===== src/rtl/thumb_hw_fetch.sv =====
// -----------------------------------------------------------------------------
// thumb_hw_fetch
//
// Instruction-side fetch unit. Issues halfword reads into a single-cycle
// latency instruction memory, buffers the returned halfwords (with their
// addresses) in a small FIFO and presents them to the core with a
// valid/ready handshake. A one-cycle redirect pulse flushes the FIFO and
// restarts fetch at a new address; a read issued in the redirect cycle is
// marked to be dropped when it returns.
//
// Optional feature macro: THUMB_HW_FETCH_PERF_EN
//   Adds hw_count (accepted halfwords) and stall_cycles (cycles with the core
//   ready but no halfword available). Both are cleared only by rst.
//
// Ports
//   clk             clock
//   rst             synchronous active-high reset
//   fetch_limit     first halfword address that is not fetched
//   redirect_valid  one-cycle pulse: flush and restart at redirect_addr
//   redirect_addr   restart address (halfword units)
//   mem_rd_en       memory read strobe
//   mem_addr        halfword read address
//   mem_rdata       read data, valid the cycle after mem_rd_en
//   hw_valid        hw_data/hw_addr hold a valid halfword
//   hw_ready        core accepts the halfword
//   hw_data         halfword at the FIFO head
//   hw_addr         address of hw_data
//   done            fetch reached fetch_limit, FIFO empty, nothing in flight
//   hw_count        (perf) accepted halfwords
//   stall_cycles    (perf) cycles with hw_ready && !hw_valid
// -----------------------------------------------------------------------------
module thumb_hw_fetch #(
    parameter int ADDR_W = 21,
    parameter int DEPTH  = 4
) (
    input  logic              clk,
    input  logic              rst,
    input  logic [ADDR_W-1:0] fetch_limit,
    input  logic              redirect_valid,
    input  logic [ADDR_W-1:0] redirect_addr,
    output logic              mem_rd_en,
    output logic [ADDR_W-1:0] mem_addr,
    input  logic [15:0]       mem_rdata,
    output logic              hw_valid,
    input  logic              hw_ready,
    output logic [15:0]       hw_data,
    output logic [ADDR_W-1:0] hw_addr,
    output logic              done
`ifdef THUMB_HW_FETCH_PERF_EN
    ,
    output logic [31:0]       hw_count,
    output logic [31:0]       stall_cycles
`endif
);

    localparam int PTR_W = $clog2(DEPTH);
    localparam int CNT_W = $clog2(DEPTH + 1);

    logic [ADDR_W-1:0] fetch_addr;
    logic [ADDR_W-1:0] inflight_addr;
    logic              inflight;
    logic              drop;

    logic [15:0]       fifo_data [DEPTH];
    logic [ADDR_W-1:0] fifo_addr [DEPTH];
    logic [PTR_W-1:0]  rd_ptr;
    logic [PTR_W-1:0]  wr_ptr;
    logic [CNT_W-1:0]  count;

    logic [CNT_W:0]    occupancy;
    logic              rd_issue;
    logic              push;
    logic              pop;

    // Entries already buffered plus the one on its way back: a read is only
    // issued when there is guaranteed room for its return.
    assign occupancy = {1'b0, count} + (CNT_W+1)'(inflight);
    assign rd_issue  = !rst && (fetch_addr < fetch_limit)
                       && (occupancy < (CNT_W+1)'(DEPTH));

    assign mem_rd_en = rd_issue;
    assign mem_addr  = rst ? '0 : fetch_addr;

    assign hw_valid  = !rst && (count != '0);
    assign hw_data   = hw_valid ? fifo_data[rd_ptr] : '0;
    assign hw_addr   = hw_valid ? fifo_addr[rd_ptr] : '0;
    assign done      = !rst && (fetch_addr >= fetch_limit)
                       && (count == '0) && !inflight;

    assign push = inflight && !drop;
    assign pop  = hw_valid && hw_ready;

    // NOTE: sequential state uses non-blocking assignments so every register
    // samples the pre-edge values, independent of statement order.
    always_ff @(posedge clk) begin
        if (rst) begin
            fetch_addr    <= '0;
            inflight_addr <= '0;
            inflight      <= 1'b0;
            drop          <= 1'b0;
            rd_ptr        <= '0;
            wr_ptr        <= '0;
            count         <= '0;
        end else begin
            inflight <= rd_issue;
            if (rd_issue) begin
                inflight_addr <= fetch_addr;
            end
            if (redirect_valid) begin
                // Flush wins over a same-cycle push; a handshake in this cycle
                // has already been seen by the core and needs no bookkeeping.
                fetch_addr <= redirect_addr;
                drop       <= rd_issue;
                rd_ptr     <= '0;
                wr_ptr     <= '0;
                count      <= '0;
            end else begin
                if (rd_issue) begin
                    fetch_addr <= fetch_addr + ADDR_W'(1);
                end
                if (inflight && drop) begin
                    drop <= 1'b0;
                end
                if (push) begin
                    wr_ptr <= wr_ptr + PTR_W'(1);
                end
                if (pop) begin
                    rd_ptr <= rd_ptr + PTR_W'(1);
                end
                count <= count + CNT_W'(push) - CNT_W'(pop);
            end
        end
    end

    // NOTE: the FIFO storage is deliberately not reset; validity is tracked
    // by count alone, and outputs are masked while the FIFO is empty.
    always_ff @(posedge clk) begin
        if (push) begin
            fifo_data[wr_ptr] <= mem_rdata;
            fifo_addr[wr_ptr] <= inflight_addr;
        end
    end

`ifdef THUMB_HW_FETCH_PERF_EN
    always_ff @(posedge clk) begin
        if (rst) begin
            hw_count     <= '0;
            stall_cycles <= '0;
        end else begin
            if (pop) begin
                hw_count <= hw_count + 32'd1;
            end
            if (hw_ready && !hw_valid) begin
                stall_cycles <= stall_cycles + 32'd1;
            end
        end
    end
`endif

endmodule

===== config.mk =====
export PLATFORM = sky130hd
export DESIGN_NAME = thumb_hw_fetch
export DESIGN_NICKNAME = d
export VERILOG_FILES = /design/src/rtl/thumb_hw_fetch.sv
export SDC_FILE = /design/constraint.sdc
export NUM_CORES = 1
export LEC_CHECK = 0
export CAP_MARGIN = 20
export CORE_ASPECT_RATIO = 1.4
export CORE_MARGIN = 5
export CORE_UTILIZATION = 40
export DETAILED_ROUTE_END_ITERATION = 8
export HOLD_SLACK_MARGIN = 0.06
export PLACE_DENSITY = 0.69
export SETUP_SLACK_MARGIN = 0.4
export SLEW_MARGIN = 5
export SYNTH_ARGS = -nofsm -noshare
export SYNTH_HDL_FRONTEND = slang
export SYNTH_SLANG_ARGS = --single-unit

===== constraint.sdc =====
create_clock -name clk -period 6.2 [get_ports clk]
set_input_delay 0.62 -clock clk [delete_from_list [all_inputs] [get_ports clk]]
set_output_delay 0.62 -clock clk [all_outputs]
set_load 0.01 [all_outputs]

==> impl_results.md <==
- Adder-cell share of the synthesized area: 4.323%
- Critical path's slowest cell: clkdlybuf4s50_1
- Die W: 135.8 um
- I/O pin cnt: approximately 120
- Type of origin of the critical path: input pin
- Max Cap Violations: 0
- CTS Root Cell: clkbuf_16
- Largest family of logic cells by synthesized area: multiplexers
- Post-CTS setup repair buffer count: 0
- Total gr overflow: 0
- Vias in the first global route: 5,539
- Worst Hold Class: reg2reg
- Final setup vio count: 0
- Clock share of power: 37.1%
- Placed cells: 1,016
- Pwr dens: approximately 270 nW/um2
- WL/cell: ~17 um
- Worst Skew: 0.01075 ns
- Min Clock Period, post-route: 4.260 ns
- Power share of the sequential group: 52.7%
- PnR worst setup slack: about 1.9 ns
- Switch share: 22.77%
- Setup tns final: 0 ns
- Cts bufs inserted: 19
- Final cell count without fillers: 1,050
- Most frequent cell after synthesis: edfxtp_1
- Hold endpoint: fifo_addr[3][3]$_DFFE_PP_
- Gate power share: 10.2%
- # DRC: 0
- Achievable frequency: 234.7 MHz
- # resized after CTS: 0
- Initial antenna violation count: 0
- WL final: between 15 and 20 mm
- Layout cells sized above 1: approximately 11%
- H-tree lvl count: 1
- Ys async rst share: 0%
- Filler Cell Count: 1,882
- Largest net degree at the start of global routing: 68
- Static Leak: 3.772 nW
- Simple-Gate Fraction of Synth Area: 12.21%
- Initial DRC count: 207
- Relative slew slack: 29.57%
- Req. time, crit path: 5.58 ns
- Tcrit/Tclk final: 68.71%
- Number of clock sinks: 201
- Hold_ws: about 0.5 ns
- Compound-cell area share of the yosys netlist: 5.354%
- NetSw: about 0.67 mW
- Yosys top cell area share: 50.18%
- DP HPWL: 11.81 mm
- Pins Over Slew Limit: 0
- Cells after Synth: around 630
- Worst Path Max Fanout: 4
- ANT cells: 0
- Pre-CTS WS: roughly 1.8 ns
- Clock latency on the worst-skew pair: 0.49 ns
- Worst reg2reg endpoint: fetch_addr[5]$_SDFFE_PP0P_
- RSZ-0062 raised after global routing: false
- Vias/cell: 5.122
- Crit path largest cell delay: 0.62 ns
- Crit path DAT: 3.64 ns
- Finished Cell Area: 10,920 um2
- CTS tree: yes
- Core ar.: 21,860 um2
- Status: completed
- GRT Resource Usage Total: 14.67%
- Hold Startpoint: inflight_addr[3]$_SDFFE_PP0P_
- Worst path cell trace: clkdlybuf4s50_1, inv_1, ha_1, nand4_1, nor4_2, a211oi_1, nand2_1, a211oi_1, nor4b_1, clkdlybuf4s50_1
- Vias post-DR: ~5.4k
- Initial Util: about two fifths
- Xor and xnor area share after synthesis: 0.4944%
- CP endpoint kind: output port
- VDD IR max: about 0.00017 V
- Critical path class: in2out
- Syn_nets: 720
- Post-route antenna net violation count: 0
- Synth Warn #: 0
- Top post-synthesis cells by count: 148 x edfxtp_1, 55 x nor2_1, 53 x dfxtp_1, 48 x and2_1, 37 x mux4_2
- Fin nets: about 830
- Die Ht: 186.1 um
- GP Congestion: 0.8002
- Slew @ Worst Pin: 1.057 ns
- Seq/Total Area, Yosys: 62.16%
- Area leader, netlist: edfxtp_1
- Clk buf depth: 3
- Synthesized cell area: just under 9000 um2
- Reg2reg start: fetch_addr[8]$_SDFFE_PP0P_
- Worst reg2reg path depth: 8
- Post-Syn Area per Cell: 14.10 um2
- Die outline area: approximately 25,000 um2
- Final Hold Violating Endpoints: 0
- Row count: 64
- Worst-path clk slew: 0.06 ns
- First-pass GRT wire length: 29.28 mm
- Hold buffers post-CTS: 0
- First-pass iteration count of the detailed router: 4
- Synth area leaders: edfxtp_1 50%, dfxtp_1 12%, mux4_2 9.4%
- Area growth from synthesis to layout: 23.34%
- Hold Path Stages: 0
- Internal power: 2.275 mW
- IO buf count: 122
- Flop-to-flop setup slack: roughly 2.6 ns
- EDFF count, synth: between 100 and 150
- Post-synth top flop: edfxtp_1
- Post-synthesis mux area share: 12.35%
- Netlist cell types: 53
- Placed inst area: 10,340 um2
- Synth Register Bits: 201
sequential cells by signal, indices dropped and copies added, names as in the netlist, named ones only:
signal / flops
fetch_addr: 21
rd_ptr: 2
inflight: 1
wr_ptr: 2
fifo_data: 64
drop: 1
fifo_addr: 84
inflight_addr: 21
count: 3
power by group through the flow:
stage | Combinational, mW | Clock (mW) | Sequential [mW]
after floorplan | 0.190 | 0 | 1.56
after global placement | 0.301 | 0 | 1.58
after detailed placement | 0.304 | 0 | 1.58
after CTS | 0.306 | 1.13 | 1.55
after global routing | 0.333 | 1.19 | 1.56
final | 0.299 | 1.09 | 1.55
cells by family (layout without fill, tap and decap cells):
group | after synthesis | in the layout
simple gates | 198 | 198
flops | 201 | 201
xor+xnor | 5 | 5
fa+ha+maj | 30 | 30
compound gates | 63 | 63
buf+inv | 68 | 193
mux | 63 | 63
cell type report:
| cell class | instances | area, um2 | share of cell area, % |
|---|---|---|---|
| Sequential cell | 201 | 5508 | 50.42 |
| Multi-Input combinational cell | 359 | 3097 | 28.35 |
| Timing Repair Buffer | 125 | 1239 | 11.34 |
| Clock buffer | 22 | 486.7 | 4.455 |
| Tap cell | 297 | 371.6 | 3.402 |
| Inverter | 34 | 127.6 | 1.168 |
| Clock inverter | 12 | 95.09 | 0.8705 |
cell usage in the layout, fill, tap and decap left out, drive strengths merged, types with 3 or more instances in the layout:
cell,Yosys,final
ha,29,29
mux4,37,37
clkinv,0,7
buf,9,4
clkdlybuf4s50,0,121
inv,34,37
dfxtp,53,53
xnor2,4,4
o21ai,7,7
o31ai,5,5
nor2b,21,21
nand3,14,14
a21oi,12,12
nor3,4,4
and2,48,48
nor4,6,6
clkbuf,25,22
or4,7,7
nor4b,3,3
nand4,6,6
and4,3,3
or3,4,4
o31a,6,6
nor2,55,55
a311oi,9,9
mux2i,26,26
edfxtp,148,148
nand2,18,18
a211oi,6,6
worst max-delay path, delay by kind of cell:
kind	cells	cell delay [ns]
adders and majority gates	1	0.28
buffers and inverters	3	1.11
AOI/OAI and AO/OA	2	0.32
and+or+nand+nor	4	1.30
metal layers:
| layer | GRT usage, % | part of all wire [%] |
|---|---|---|
| met3 | 2.542 | 5.3 |
| met5 | 0 | 0 |
| met1 | 17.36 | 39 |
| met4 | 4.679 | 2.2 |
| met2 | 27.01 | 53 |
stage by stage:
| step | util, % | total power [mW] |
|---|---|---|
| CTS | 49.97 | 2.993 |
| global placement | 47.31 | 1.882 |
| floorplan | - | 1.752 |
| finish | 49.97 | 2.946 |
| detailed placement | 47.31 | 1.888 |
| global route | 49.97 | 3.086 |
worst max-delay path by stage:
| stage | start | to | slack, ns | cells after the start |
|---|---|---|---|---|
| floorplan | fetch_limit[20] | done | 3.25 | 8 |
| detailed placement | fetch_limit[20] | done | 1.84 | 10 |
| finish | fetch_limit[20] | done | 1.94 | 10 |
| global route | fetch_limit[8] | mem_rd_en | 1.68 | 9 |
| CTS | fetch_limit[20] | done | 1.82 | 10 |
| global placement | fetch_limit[20] | done | 1.86 | 10 |
Power figures use the tool's default switching activity.
==> RTL change: new RTL, config.mk and constraints unchanged <==
Build with the macro `THUMB_HW_FETCH_PERF_EN` defined.
--- a/src/rtl/thumb_hw_fetch.sv
+++ b/src/rtl/thumb_hw_fetch.sv
@@ -29,6 +29,8 @@
 //   hw_count        (perf) accepted halfwords
 //   stall_cycles    (perf) cycles with hw_ready && !hw_valid
 // -----------------------------------------------------------------------------
+`define THUMB_HW_FETCH_PERF_EN
+
 module thumb_hw_fetch #(
     parameter int ADDR_W = 21,
     parameter int DEPTH  = 4
Behaviour (old outputs only; new: hw_count and stall_cycles): unchanged (equiv_simple and equiv_induct, registers matched by name and starting in step).
==> RTL change against the original RTL <==
  * Routed wire length increased by 55%
  * Synthesized area increased by 32%
  * Worst setup slack improved by 0.011 ns
  * Clock power increased by 55%
  * Global-route usage increased by 2.4 points
  * Design area increased by 36%
  * Via count increased by 52%
  * Sequential cell count increased by 64
  * Total power increased by 35%
==> RTL change: results (changes against the original RTL) <==
metric	value	unit	change
outcome	complete, no violations		
pre-CTS setup slack	1.92	ns	+0.0762 ns
vias in the first global route	8337		+51%
FF-to-FF setup slack	3.17	ns	+0.54 ns
register area share after synthesis	57.8	%	-4.3 points
Worst EP arrival	3.63	ns	about the same
TritonCTS Buffers	26		+7
Placed Area	13900	sq um	+34%
count of input and output buffers	186		+52%
layout cells sized above 1	9.71	%	-1.0 points
WL met2	14.6	mm	+52%
Synth warnings	0		unchanged
Worst-Skew Late Latency	0.53	ns	+0.04 ns
Routability Congestion	0.856		+6.9%
hold_sp	stall_cycles[1]$_SDFFE_PP0P_		
post-synthesis average cell area	12.0	sq um	-15%
uppermost routed layer	met5		
Cells after DPL	1496		+47%
average wire per standard cell	18.3	microns	+5.3%
critical register-to-register path endpoint	fetch_addr[12]$_SDFFE_PP0P_		
Final Skew	0.0261	ns	+0.0153 ns
initial drt markers	532		+160%
met3 wire len	1.58	mm	+63%
Syn Nets	1071		+49%
Global Route met2 Usage	30.7	%	+3.7 points
synth unique cells	63		+19%
pin count of the biggest net entering global routing	73		+7.4%
HPWL after detailed placement	18.6	mm	+58%
layout net count	1238		+49%
antenna violations before repair	2		+2
drt pass-1 iters	5		+1
WHS Endpoint	stall_cycles[1]$_SDFFE_PP0P_		
Final ANT Viol Nets	0		unchanged
GR Layer Usage met1	20.7	%	+3.3 points
met3 Use GR	3.60	%	+1.1 points
Finished Cell Area	14800	sq um	+36%
hold slack	0.493	ns	-0.0144 ns
vias after detailed routing	8170		+52%
Peak supply drop	193	uV	+12%
worst reg2reg startpoint	fetch_addr[14]$_SDFFE_PP0P_		
Leak Pwr	0.00503	uW	+33%
total track usage	17.1	%	+2.4 points
Routed met1 length	11.3	mm	+58%
Final Critical Period	4.25	ns	-0.0115 ns
WHS Path Cells	2		+2
first-pass GRT wire length	45.1	mm	+54%
leading post-synthesis cells by cell area	edfxtp_1, dfxtp_1, mux4_2, xor2_1, ha_1		
DR vias/cell	5.29		+3.2%
Post-synth top cells	edfxtp_1, dfxtp_1, nor2_1, nand3_1, and2_1		
actual slew at the worst max-slew pin	1.02	ns	-0.0407 ns
[RTL change: cell types whose count changed in the layout (fill, tap and decap cells not counted), sizes merged, moves of 14 or more]
cell,change
a21oi,+27
clkdlybuf4s50,+64
dfxtp,+64
mux2i,-23
nand2,+26
nand3,+47
nand4,+14
nor2,+39
o21ai,+30
xor2,+44
[RTL change: layout make-up]
class                           count  area [sq um]
Fill cell                        2589         14200
Sequential cell                   265          6790
Multi-Input combinational cell    624          4610
Timing Repair Buffer              191          1900
Clock buffer                       33           707
Tap cell                          380           475
Clock inverter                     15           228
Inverter                           36           135
Antenna cell                        1          2.50
[RTL change: logic make-up after synthesis]
group	Yosys count	share of synthesized area (%)
and+or+nand+nor	370	17.1
DFF	265	57.8
AOI/OAI and AO/OA	121	6.71
buffers and inverters	88	2.96
xor gates and xnor gates	59	4.40
muxes	42	7.55
adders and majority gates	32	3.48
[RTL change: where the power goes]
group	switching, uW	leakage (uW)	total [uW]	internal (uW)
sequential	52.9	0.00228	1970	1920
combinational	165	0.00231	317	152
clock	669	0.000449	1690	1020
total	886	0.00503	3980	3090
[RTL change: how the worst max path moves through the flow]
stage / end / from / cells after the start / slack, ns
after global routing: done / fetch_limit[20] / 8 / 1.76
after detailed placement: done / fetch_limit[20] / 8 / 1.92
after CTS: done / fetch_limit[20] / 8 / 1.89
after global placement: done / fetch_limit[19] / 8 / 1.94
after floorplan: done / fetch_limit[20] / 8 / 3.10
final: done / fetch_limit[20] / 8 / 1.95
[RTL change: worst max-delay path: stages]
cell	delay, ns
clkdlybuf4s50_1	0.45
inv_1	0.04
ha_1	0.31
and4_4	0.29
nand2_1	0.08
or4_1	0.61
a2111oi_0	0.55
clkdlybuf4s50_1	0.66
